## src/rtl/delta_pkg.sv

```systemverilog
// Shared constants for the delta-modulation spike encoder.
package delta_pkg;

    // Reference-update modes
    localparam logic MODE_SAMPLE = 1'b0;  // reference follows every valid sample
    localparam logic MODE_TRACK  = 1'b1;  // reference steps by threshold on a spike

    // Default widths
    localparam int DEF_DATA_W   = 4;
    localparam int DEF_NUM_CH   = 2;
    localparam int DEF_REFRAC_W = 3;
    localparam int DEF_CNT_W    = 8;

endpackage

```

## src/rtl/delta_channel.sv

```systemverilog
// One encoder channel: signed delta compare against the reference, reference
// register, refractory down-counter and registered up/down spikes.
// hit_up/hit_dn are the spikes that will be registered on the next edge; the
// top level counts them so the spike counter lines up with spike_valid.
module delta_channel
    import delta_pkg::*;
#(
    parameter int DATA_W   = DEF_DATA_W,
    parameter int REFRAC_W = DEF_REFRAC_W
) (
    input  logic                clk,
    input  logic                rst_n,
    input  logic                sample_valid,
    input  logic                load_ref,
    input  logic [DATA_W-1:0]   load_val,
    input  logic [DATA_W-1:0]   sample,
    input  logic [DATA_W-1:0]   threshold,
    input  logic                mode,
    input  logic                off_spike,
    input  logic [REFRAC_W-1:0] refrac_len,
    output logic                hit_up,
    output logic                hit_dn,
    output logic                spike_up,
    output logic                spike_dn,
    output logic [DATA_W-1:0]   ref_val
);

    localparam logic [DATA_W-1:0] REF_MAX = '1;

    logic signed [DATA_W:0] diff;
    logic signed [DATA_W:0] thr_s;
    logic                   up_cond;
    logic                   dn_cond;
    logic                   in_refrac;
    logic [DATA_W:0]        ref_sum;
    logic [DATA_W-1:0]      ref_next;
    logic [REFRAC_W-1:0]    refrac_q;
    logic [REFRAC_W-1:0]    refrac_next;

    // Delta compare; both operands zero-extended so the difference never overflows
    always_comb begin
        diff      = $signed({1'b0, sample}) - $signed({1'b0, ref_val});
        thr_s     = $signed({1'b0, threshold});
        up_cond   = diff > thr_s;
        dn_cond   = off_spike && ((-diff) > thr_s);
        in_refrac = (refrac_q != '0);
        hit_up    = sample_valid && !load_ref && !in_refrac && up_cond;
        hit_dn    = sample_valid && !load_ref && !in_refrac && dn_cond;
    end

    // Next reference and refractory count; load_ref overrides any sample
    always_comb begin
        ref_sum     = {1'b0, ref_val} + {1'b0, threshold};
        ref_next    = ref_val;
        refrac_next = refrac_q;
        if (load_ref) begin
            ref_next    = load_val;
            refrac_next = '0;
        end else if (sample_valid) begin
            if (in_refrac) begin
                refrac_next = refrac_q - REFRAC_W'(1);
            end else if (hit_up || hit_dn) begin
                refrac_next = refrac_len;
            end

            if (mode == MODE_SAMPLE) begin
                ref_next = sample;
            end else if (hit_up) begin
                ref_next = ref_sum[DATA_W] ? REF_MAX : ref_sum[DATA_W-1:0];
            end else if (hit_dn) begin
                ref_next = (threshold > ref_val) ? '0 : (ref_val - threshold);
            end
        end
    end

    // Channel state and registered spike outputs
    always_ff @(posedge clk or negedge rst_n) begin
        if (!rst_n) begin
            ref_val  <= '0;
            refrac_q <= '0;
            spike_up <= 1'b0;
            spike_dn <= 1'b0;
        end else begin
            ref_val  <= ref_next;
            refrac_q <= refrac_next;
            spike_up <= hit_up;
            spike_dn <= hit_dn;
        end
    end

endmodule

```

## src/rtl/delta_spike_encoder.sv

```systemverilog
// Multi-channel delta-modulation spike encoder: per-channel encoders, load_ref
// fan-out, spike_valid register and saturating spike counter.
module delta_spike_encoder
    import delta_pkg::*;
#(
    parameter int DATA_W   = DEF_DATA_W,
    parameter int NUM_CH   = DEF_NUM_CH,
    parameter int REFRAC_W = DEF_REFRAC_W,
    parameter int CNT_W    = DEF_CNT_W
) (
    input  logic                     clk,
    input  logic                     rst_n,
    input  logic                     in_valid,
    input  logic [NUM_CH*DATA_W-1:0] in_data,
    input  logic [DATA_W-1:0]        threshold,
    input  logic                     mode,
    input  logic                     off_spike,
    input  logic [REFRAC_W-1:0]      refrac_len,
    input  logic                     load_ref,
    input  logic [DATA_W-1:0]        load_val,
    output logic [NUM_CH-1:0]        spike_up,
    output logic [NUM_CH-1:0]        spike_dn,
    output logic                     spike_valid,
    output logic [NUM_CH*DATA_W-1:0] ref_out,
    output logic [CNT_W-1:0]         spike_cnt
);

    localparam int PC_W  = $clog2(NUM_CH + 1);
    localparam int SUM_W = ((CNT_W > PC_W) ? CNT_W : PC_W) + 1;
    localparam logic [CNT_W-1:0] CNT_MAX = '1;

    logic [NUM_CH-1:0] hit_up;
    logic [NUM_CH-1:0] hit_dn;
    logic [PC_W-1:0]   hit_cnt;
    logic [SUM_W-1:0]  cnt_sum;
    logic [CNT_W-1:0]  cnt_next;

    for (genvar ch = 0; ch < NUM_CH; ch++) begin : g_ch
        delta_channel #(
            .DATA_W   (DATA_W),
            .REFRAC_W (REFRAC_W)
        ) u_channel (
            .clk          (clk),
            .rst_n        (rst_n),
            .sample_valid (in_valid),
            .load_ref     (load_ref),
            .load_val     (load_val),
            .sample       (in_data[ch*DATA_W +: DATA_W]),
            .threshold    (threshold),
            .mode         (mode),
            .off_spike    (off_spike),
            .refrac_len   (refrac_len),
            .hit_up       (hit_up[ch]),
            .hit_dn       (hit_dn[ch]),
            .spike_up     (spike_up[ch]),
            .spike_dn     (spike_dn[ch]),
            .ref_val      (ref_out[ch*DATA_W +: DATA_W])
        );
    end

    // Count the spikes about to be emitted and add them with saturation
    always_comb begin
        hit_cnt = '0;
        for (int i = 0; i < NUM_CH; i++) begin
            hit_cnt = hit_cnt + PC_W'(hit_up[i] | hit_dn[i]);
        end
        cnt_sum  = SUM_W'(spike_cnt) + SUM_W'(hit_cnt);
        cnt_next = (cnt_sum > SUM_W'(CNT_MAX)) ? CNT_MAX : cnt_sum[CNT_W-1:0];
    end

    // A sample set dropped by load_ref produces no valid output
    always_ff @(posedge clk or negedge rst_n) begin
        if (!rst_n) begin
            spike_valid <= 1'b0;
            spike_cnt   <= '0;
        end else begin
            spike_valid <= in_valid && !load_ref;
            spike_cnt   <= cnt_next;
        end
    end

endmodule

```

## config.mk

```make
export PLATFORM = sky130hd
export DESIGN_NAME = delta_spike_encoder
export DESIGN_NICKNAME = d
export VERILOG_FILES = /design/src/rtl/delta_pkg.sv /design/src/rtl/delta_channel.sv /design/src/rtl/delta_spike_encoder.sv
export SDC_FILE = /design/constraint.sdc
export NUM_CORES = 1
export LEC_CHECK = 0
export CAP_MARGIN = 20
export CORE_ASPECT_RATIO = 1.25
export CORE_MARGIN = 5
export CORE_UTILIZATION = 50
export DETAILED_ROUTE_END_ITERATION = 10
export PLACE_DENSITY = 0.75
export SETUP_SLACK_MARGIN = 0.05
export SLEW_MARGIN = 20
export SYNTH_ARGS = -nofsm -noshare
export SYNTH_HDL_FRONTEND = slang
export SYNTH_HIERARCHICAL = 1
export SYNTH_SLANG_ARGS = --single-unit
```

## constraint.sdc

```tcl
create_clock -name clk -period 9.66 [get_ports clk]
set_input_delay 0.966 -clock clk [delete_from_list [all_inputs] [get_ports clk]]
set_output_delay 0.966 -clock clk [all_outputs]
set_load 0.03 [all_outputs]
```

### Word-level counts from Yosys, hierarchy flattened

Cells that the tools add are included.

| word-level totals | value |
|---|---|
| logic and storage cells | 79 |
| bits of input ports | 25 |
| output and inout port bits | 21 |
| flip-flop bits (word level) | 27 |

| operators by class | value |
|---|---|
| eq/ne operators | 2 |
| reduce and logical (&&, ||, !) cells | 23 |
| $lt $le $gt $ge | 7 |
| $add $sub $neg | 12 |
| muxes and demuxes | 23 |
| bitwise gates (word level) | 2 |

Operators with widths:

| operator | number |
|---|---|
| $mux 4 | 14 |
| $mux 3 | 8 |
| $gt 5x5->1 | 4 |
| $reduce_bool 3->1 | 4 |
| $add 4x4->5 | 2 |
| $neg 5->5 | 2 |
| $sub 4x4->5 | 2 |
| $add 8x2->9 | 1 |
| $gt 9x8->1 const B | 1 |
| $logic_and 1x1->1 | 9 |
| $gt 4x4->1 | 2 |
| $mux 8 | 1 |
| $ne 4x1->1 const B | 2 |
| $reduce_and 2->1 | 4 |
| $sub 4x4->4 | 2 |
| $sub 3x1->3 const B | 2 |
| $logic_not 1->1 | 3 |
| $add 1x1->2 | 1 |
| $logic_or 1x1->1 | 2 |
| $or 1x1->1 | 2 |
| $reduce_bool 2->1 | 1 |

### Longest topological paths before layout

Gate-level depths: netlist of the first run.

| depth | value |
|---|---|
| depth after elaboration | 10 |
| gate-level depth with buffers | 19 |
| gate-level depth less buffers | 19 |

### By module

The synthesis of the first run kept the hierarchy.

Modules (own cells, without submodules):

| module | cells an instance | area an instance (µm²) | instances | sequential area each (µm²) |
|---|---|---|---|---|
| delta_channel | 152 | 1263.7 | 2 | 225.2 |
| delta_spike_encoder | 37 | 425.4 | 1 | 225.2 |

### Worst setup path after synthesis of the first run

Ideal clock, no wire load.

| timing path | value |
|---|---|
| kind | input to register |
| from | in in_data[0] |
| to | reg spike_cnt[3] |
| buffers on the path | 0 |
| cell stages on the path | 18 |
| setup slack | 4972 ps |
| arrival | 4556 ps |
| library setup time | 131 ps |
| data required time | 9529 ps |
| cell sequence | inv_1 -> ha_1 -> inv_1 -> fa_1 -> xor2_2 -> nor3b_1 -> xnor2_1 -> ha_1 -> a21oi_1 -> a211oi_1 -> mux2i_2 -> inv_1 -> or2_2 -> fa_1 -> ha_1 -> and3_2 -> nand3_1 -> o21ai_0 |

| between the ends | value |
|---|---|
| word-level cells in the longest chain between the ends | 10 |
| elaborated cells on any way between the ends | 12 |
| those cells by class | add/sub: 4; order compare: 3; mux: 1; bitwise: 1; reduce/logical: 3 |

Ends and longest elaborated chain:

| element | RTL line | source |
|---|---|---|
| start: declaration | delta_spike_encoder.sv:14 | `input logic [NUM_CH*DATA_W-1:0] in_data,` |
| $sub 4x4->5 * | delta_channel.sv:42 | `diff = $signed({1'b0, sample}) - $signed({1'b0, ref_val});` |
| $neg 5->5 * | delta_channel.sv:45 | `dn_cond = off_spike && ((-diff) > thr_s);` |
| $gt 5x5->1 * | delta_channel.sv:45 |  |
| $logic_and 1x1->1 * | delta_channel.sv:45 |  |
| $logic_and 1x1->1 * | delta_channel.sv:48 | `hit_dn = sample_valid && !load_ref && !in_refrac && dn_cond;` |
| named net hit_dn[0] | delta_spike_encoder.sv:33 | `logic [NUM_CH-1:0] hit_dn;` |
| $or 1x1->1 * | delta_spike_encoder.sv:65 | `hit_cnt = hit_cnt + PC_W'(hit_up[i] \| hit_dn[i]);` |
| $add 1x1->2 * | delta_spike_encoder.sv:65 |  |
| $add 8x2->9 * | delta_spike_encoder.sv:67 | `cnt_sum = SUM_W'(spike_cnt) + SUM_W'(hit_cnt);` |
| $gt 9x8->1 | delta_spike_encoder.sv:68 | `cnt_next = (cnt_sum > SUM_W'(CNT_MAX)) ? CNT_MAX : cnt_sum[CNT_W-1:0];` |
| $mux 8 * | delta_spike_encoder.sv:68 |  |
| named net cnt_next[3] | delta_spike_encoder.sv:36 | `logic [CNT_W-1:0] cnt_next;` |
| end signal: assignment | delta_spike_encoder.sv:78 | `spike_cnt <= cnt_next;` |
| end: declaration | delta_spike_encoder.sv:25 | `output logic [CNT_W-1:0] spike_cnt` |

The timed path passes the listed nets; every way through them passes the cells marked *.
A chain may end at the register's enable or synchronous reset.

### Final worst setup path of the first run

| timing path | value |
|---|---|
| from | in in_data[4] |
| to | reg spike_cnt[3] |

The elaborated chain is that of the path after synthesis.

==> impl_results.md, run 1 <==
* Syn Inst Count at 341
* Clk root buf: clkbuf_8
* Standard cell core area at 0.005779 mm²
* Crit start category: primary input
* Internal reg-to-reg setup slack at 5140 ps
* CP max stage delay at 430 ps
* Cts hold-fix bufs at 0
* Sink of the worst hold path: g_ch[0].u_channel/refrac_q[1]
* Share of layout cells above drive strength 1 at 5.000%
* Die Ht at 95.92 µm
* Tmin final at 5213 ps
* HP Start: g_ch[0].u_channel/refrac_q[1]
* EDFF count, synth at 0
* All-Layer GR Usage at 20.49%
* Sequential area share after synthesis at 22.88%
* Relative slew slack at 33.62%
* Post-Route Setup TNS at 0 ps
* Reg2Reg Depth at 17
* Fillers at 518
* Starting Density at 51.09%
* Most frequent cell after synthesis: ha_1
* Die area at 0.007552 mm²
* Clk sinks at 27
* Number of max-cap violations at 0
* Power Dens Cells at 210.6 mW/mm²
* Reg-to-reg endpoint: spike_cnt[3]
* Global-route wire length before repair at 12.36 mm
* Seq. cell area at 675.6 µm²
* Worst-path fanout max at 7
* Worst Skew at 1.949 ps
* Netlist cell types at 44
* Overall Power at 735.1 µW
* Total gr overflow at 0
* WL/cell at 16.20 µm
* Ant. Diodes at 0
* Clock H-tree levels at 1
* I/O pin count at 46
* Leak at 1.596 nW
* Fin. Hold Viols at 0
* Max Clk Rate at 0.1918 GHz
* Avg Inst Size Synth at 8.659 µm²
* Routability cong. at 0.8888
* CP cell instances: clkdlybuf4s50_1, inv_1, ha_1, inv_1, fa_1, xor2_2, nor3b_1, xnor2_1, ha_1, a21oi_1, a211oi_1, mux2i_2, inv_1, or2_2, fa_1, ha_1, and3_2, nand3_1, o21ai_0
* CTS Buffer Depth at 2
* Reg-to-Reg Start: g_ch[1].u_channel/ref_val[0]
* Vias in the first global route at 2660
* Critical path data arrival time at 5370 ps
* CP Capture Type: register
* Setup CP Type: primary input to register
* Synthesized cell area at 0.002953 mm²
* RSZ-0062 raised after global routing: false
* Crit-path slowest cell: fa_1
* Rows at 31
* TritonCTS clock tree: built
* Max rail drop VDD at 0.07726 mV
* Hold Path Stages at 2
* Port Buffers at 45
* Req. time, crit path at 9820 ps
* Post-CTS Setup Bufs at 0
* Area grow syn2layout at 18.22%
* Register bit count reported by yosys at 27
* Area contributors post-synth: dfrtp_1 (23%), ha_1 (19%), fa_1 (4.7%), inv_1 (4.6%), a21oi_1 (3.9%)
* Initial antenna violation count at 0
* Reg clk slew, reported paths at 90 ps
* Ys async rst share at 100.0%
* Routed via count at 2613
* Worst min path class: register to register
* GRT busiest layer: met2
* Skew-Pair Late Insertion Delay at 270 ps
* Placed insts at 442
* Met1 GRT Util at 25.82%
* Post-layout net count at 458
* Drt via density at 5.859
* Outcome: completed
* Setup violators final at 0
* Die W at 78.74 µm
* Warnings, synthesis at 6
* Most common library cells after synthesis: ha_1 (45), inv_1 (36), dfrtp_1 (27), nand2_1 (25), a21oi_1 (23)
* Num CTS Buffers at 3
* Syn_nets at 418
* Area occupied by multi-input gates at 0.002087 mm²
* Max-slew violations at 0
* M2 GR Usage at 35.48%
* Fin crit share at 53.97%
* Detailed placer's ending HPWL at 5.949 mm
* Largest net degree at the start of global routing at 28
* Primary FF master, synth: dfrtp_1
* First-pass DRT Iterations at 4
* Initial DRC count at 154
* Post-CTS Resized at 0
* Final cell count without fillers at 446
* Post-synth top area cell: dfrtp_1
* Post-route ant nets at 0
* Post-Route WL at 7.226 mm
* Met3 global-route usage at 1.779%
* Measured slew at the worst slew-check pin at 992.6 ps
* DRC errors left at 0
* Top cell type's share of synthesized area at 22.88%
-- cell type report --
cell class	count	share of cell area [%]
inverter	38	4.086
clock buffer	4	1.290
tap	66	2.366
sequential	27	19.35
multi-input combinational	265	59.78
timing repair buffer	46	13.12
-- critical path, delay by kind of cell --
kind | cells | cell delay [ps]
simple gates | 4 | 1000
fa+ha+maj | 5 | 1560
buf+inv | 4 | 640
xor+xnor | 2 | 390
compound gates | 3 | 410
mux | 1 | 410
-- cells by family after synthesis --
family	synth area share, %
simple gates	17.29
buf+inv	6.441
fa+ha+maj	23.81
flops	22.88
compound gates	20.64
mux	3.983
xor+xnor	4.958
-- per-stage QoR --
stage	utilization [%]	cell area, µm²	setup WS (ps)	hold slack, ps
after detailed placement	59.62	3446	4178	524.7
after global placement	59.62	3446	4231	521.6
after floorplan	-	2953	4972	501.4
final	60.40	3491	4447	536.8
after CTS	60.40	3491	4463	541.6
after global routing	60.40	3491	4107	574.7
-- placed cells by master (no fill, tap or decap), types with 4 or more instances in the layout --
master / count
fa_1: 7
a31oi_1: 13
o21ai_0: 11
dfrtp_1: 27
nor2b_1: 14
a21oi_1: 23
o211ai_1: 12
nand3_1: 13
nor3b_1: 4
nand2b_1: 6
nor2_1: 17
mux2i_1: 6
ha_1: 45
nand4_1: 6
nand2_1: 25
clkdlybuf4s50_1: 45
xnor2_1: 11
inv_1: 36
a211oi_1: 10
-- routing by layer --
metal | share of wire [%] | up-vias
met5 | 0 | -
met4 | 3.0 | 0
met3 | 4.0 | 18
met2 | 49 | 64
met1 | 44 | 1235
li1 | - | 1296
-- flip-flops by register name (all words and copies together) (netlist names) --
register / cells
g_ch.u_channel/ref_val: 8
g_ch.u_channel/refrac_q: 6
g_ch.u_channel/spike_dn: 2
g_ch.u_channel/spike_up: 2
spike_cnt: 8
spike_valid: 1
-- where the power goes --
part	switching, mW	internal (mW)	leakage [nW]
Combinational	0.282	0.218	1.23
Clock	0.0356	0.0296	0.0228
Sequential	0.0273	0.142	0.347
-- worst max path at each step --
stage	startpoint	end	slack (ps)
2_1_floorplan	in_data[0]	spike_cnt[3]	4970
3_3_place_gp	in_data[0]	spike_cnt[3]	4230
3_5_place_dp	in_data[4]	spike_cnt[3]	4180
4_1_cts	in_data[4]	spike_cnt[3]	4460
5_1_grt	in_data[4]	spike_cnt[3]	4110
6_report	in_data[4]	spike_cnt[3]	4450
(Power assumes the default switching activity.)
==> run 2, diff against run 1 <==
==> constraint.sdc (replaced) <==
create_clock -name clk -period 5.2 [get_ports clk]
set_input_delay 0.52 -clock clk [delete_from_list [all_inputs] [get_ports clk]]
set_output_delay 0.52 -clock clk [all_outputs]
set_load 0.03 [all_outputs]
==> run 2 against run 1 <==
Largest cell class unchanged. Highest routed layer unchanged. Critical path depth stayed put. Clock power is 98% higher. Flip-flop and latch count stayed put. Via count is 1.0% higher. Cell count is 1.3% higher. Sequential power is 88% higher. Non-clock buffer count is 6 higher.
==> impl_results.md, run 2 (synthesis gave the netlist of run 1 again) <==
* Reg-to-reg endpoint: spike_cnt[3]
* CTS Buffer Depth at 2
* Worst Skew at 11.53 ps
* Initial DRC count at 75
* Standard cell core area at 0.005779 mm²
* Drt via density at 5.841
* Starting Density at 51.09%
* Post-CTS Setup Bufs at 0
* TritonCTS clock tree: built
* Routability cong. at 0.8971
* Reg-to-Reg Start: g_ch[0].u_channel/ref_val[0]
* HP Start: g_ch[0].u_channel/refrac_q[1]
* Relative slew slack at 65.38%
* Final cell count without fillers at 452
* Reg clk slew, reported paths at 110 ps
* Number of max-cap violations at 0
* Largest net degree at the start of global routing at 28
* Routed via count at 2640
* Post-Route Setup TNS at 0 ps
* Clk root buf: clkbuf_8
* Fin. Hold Viols at 0
* Port Buffers at 45
* Clock H-tree levels at 1
* Outcome: completed
* Ant. Diodes at 0
* Global-route wire length before repair at 12.41 mm
* Measured slew at the worst slew-check pin at 517.7 ps
* Clk sinks at 27
* First-pass DRT Iterations at 4
* Setup CP Type: primary input to register
* Largest regs: g_ch.u_channel/ref_val x8, spike_cnt x8, g_ch.u_channel/refrac_q x6
* All-Layer GR Usage at 20.60%
* Max-slew violations at 0
* CP Capture Type: register
* Die Ht at 95.92 µm
* Post-layout net count at 464
* Reg2Reg Depth at 17
* Worst-path fanout max at 5
* Total gr overflow at 0
* Fin crit share at 86.68%
* Initial antenna violation count at 0
* Crit start category: primary input
* Share of layout cells above drive strength 1 at 6.736%
* Hold Path Stages at 2
* Vias in the first global route at 2663
* Worst min path class: register to register
* Die W at 78.74 µm
* I/O pin count at 46
* Die area at 0.007552 mm²
* Skew-Pair Late Insertion Delay at 280 ps
* Internal reg-to-reg setup slack at 880 ps
* Rows at 31
* Pre-CTS WS at 401.1 ps
* DRC errors left at 0
* Power Dens Cells at 391.9 mW/mm²
* Worst setup margin at 692.6 ps
* Leak at 1.625 nW
* RSZ-0062 raised after global routing: false
* Num CTS Buffers at 3
* Max rail drop VDD at 0.1776 mV
* Area grow syn2layout at 19.92%
* Post-CTS Resized at 0
* Placed insts at 448
* Most frequent cells in the layout: ha_1 (45), clkdlybuf4s50_1 (45), inv_1 (36)
* Sink of the worst hold path: g_ch[0].u_channel/refrac_q[1]
* Critical path data arrival time at 4680 ps
* Detailed placer's ending HPWL at 5.958 mm
* Req. time, crit path at 5370 ps
* WL/cell at 16.24 µm
* Max Clk Rate at 0.2219 GHz
* Tmin final at 4507 ps
* Cts hold-fix bufs at 0
* Setup violators final at 0
* Post-route ant nets at 0
* Post-Route WL at 7.341 mm
[run 2: stage by stage]
stage	power, mW	hold slack (ps)	utilization [%]	cell area, µm²
after global routing	1.520	572.0	61.27	3541
after detailed placement	1.255	528.4	60.40	3491
after CTS	1.387	544.8	61.27	3541
after floorplan	0.9987	224.4	-	2953
final	1.388	537.2	61.27	3541
after global placement	1.226	519.5	60.40	3491
[run 2: cell type report]
type	instances	area [µm²]
timing repair buffer	52	503.0
multi-input combinational	265	2087
fill	540	2238
clock buffer	3	41.29
inverter	38	142.6
sequential	27	675.6
tap	66	82.58
clock inverter	1	8.758
[run 2: metal layers]
layer / vias to the layer above / track usage (%) / part of all wire (%)
met5: - / 0 / 0
met4: 0 / 10.50 / 3.8
met3: 17 / 1.779 / 4.4
met2: 73 / 35.27 / 48
met1: 1243 / 25.96 / 44
li1: 1307 / - / -
[run 2: worst max-delay path by stage]
stage | startpoint | to | slack [ps] | depth (start not counted)
after global routing | in_data[0] | spike_cnt[3] | 330 | 20
after CTS | in_data[0] | spike_cnt[3] | 710 | 19
final | in_data[4] | spike_cnt[3] | 690 | 19
after detailed placement | in_data[0] | spike_cnt[3] | 400 | 19
after floorplan | g_ch[0].u_channel/ref_val[0] | spike_cnt[3] | 910 | 17
after global placement | in_data[0] | spike_cnt[3] | 460 | 19
[run 2: where the power goes]
group	leakage [nW]	switching (mW)	internal (mW)
logic	1.25	0.529	0.411
clock network	0.0261	0.0730	0.0564
registers	0.347	0.0542	0.264
[run 2: worst max-delay path, stage by stage]
cell	delay, ps
clkdlybuf4s50_1	400
inv_1	90
ha_1	170
inv_1	50
fa_1	560
inv_1	70
ha_1	290
ha_1	280
nor2b_1	130
o211ai_1	210
a211oi_1	120
mux2i_2	230
inv_1	80
or2_2	310
fa_1	420
ha_1	240
and3_2	220
nand3_1	170
o21ai_0	110
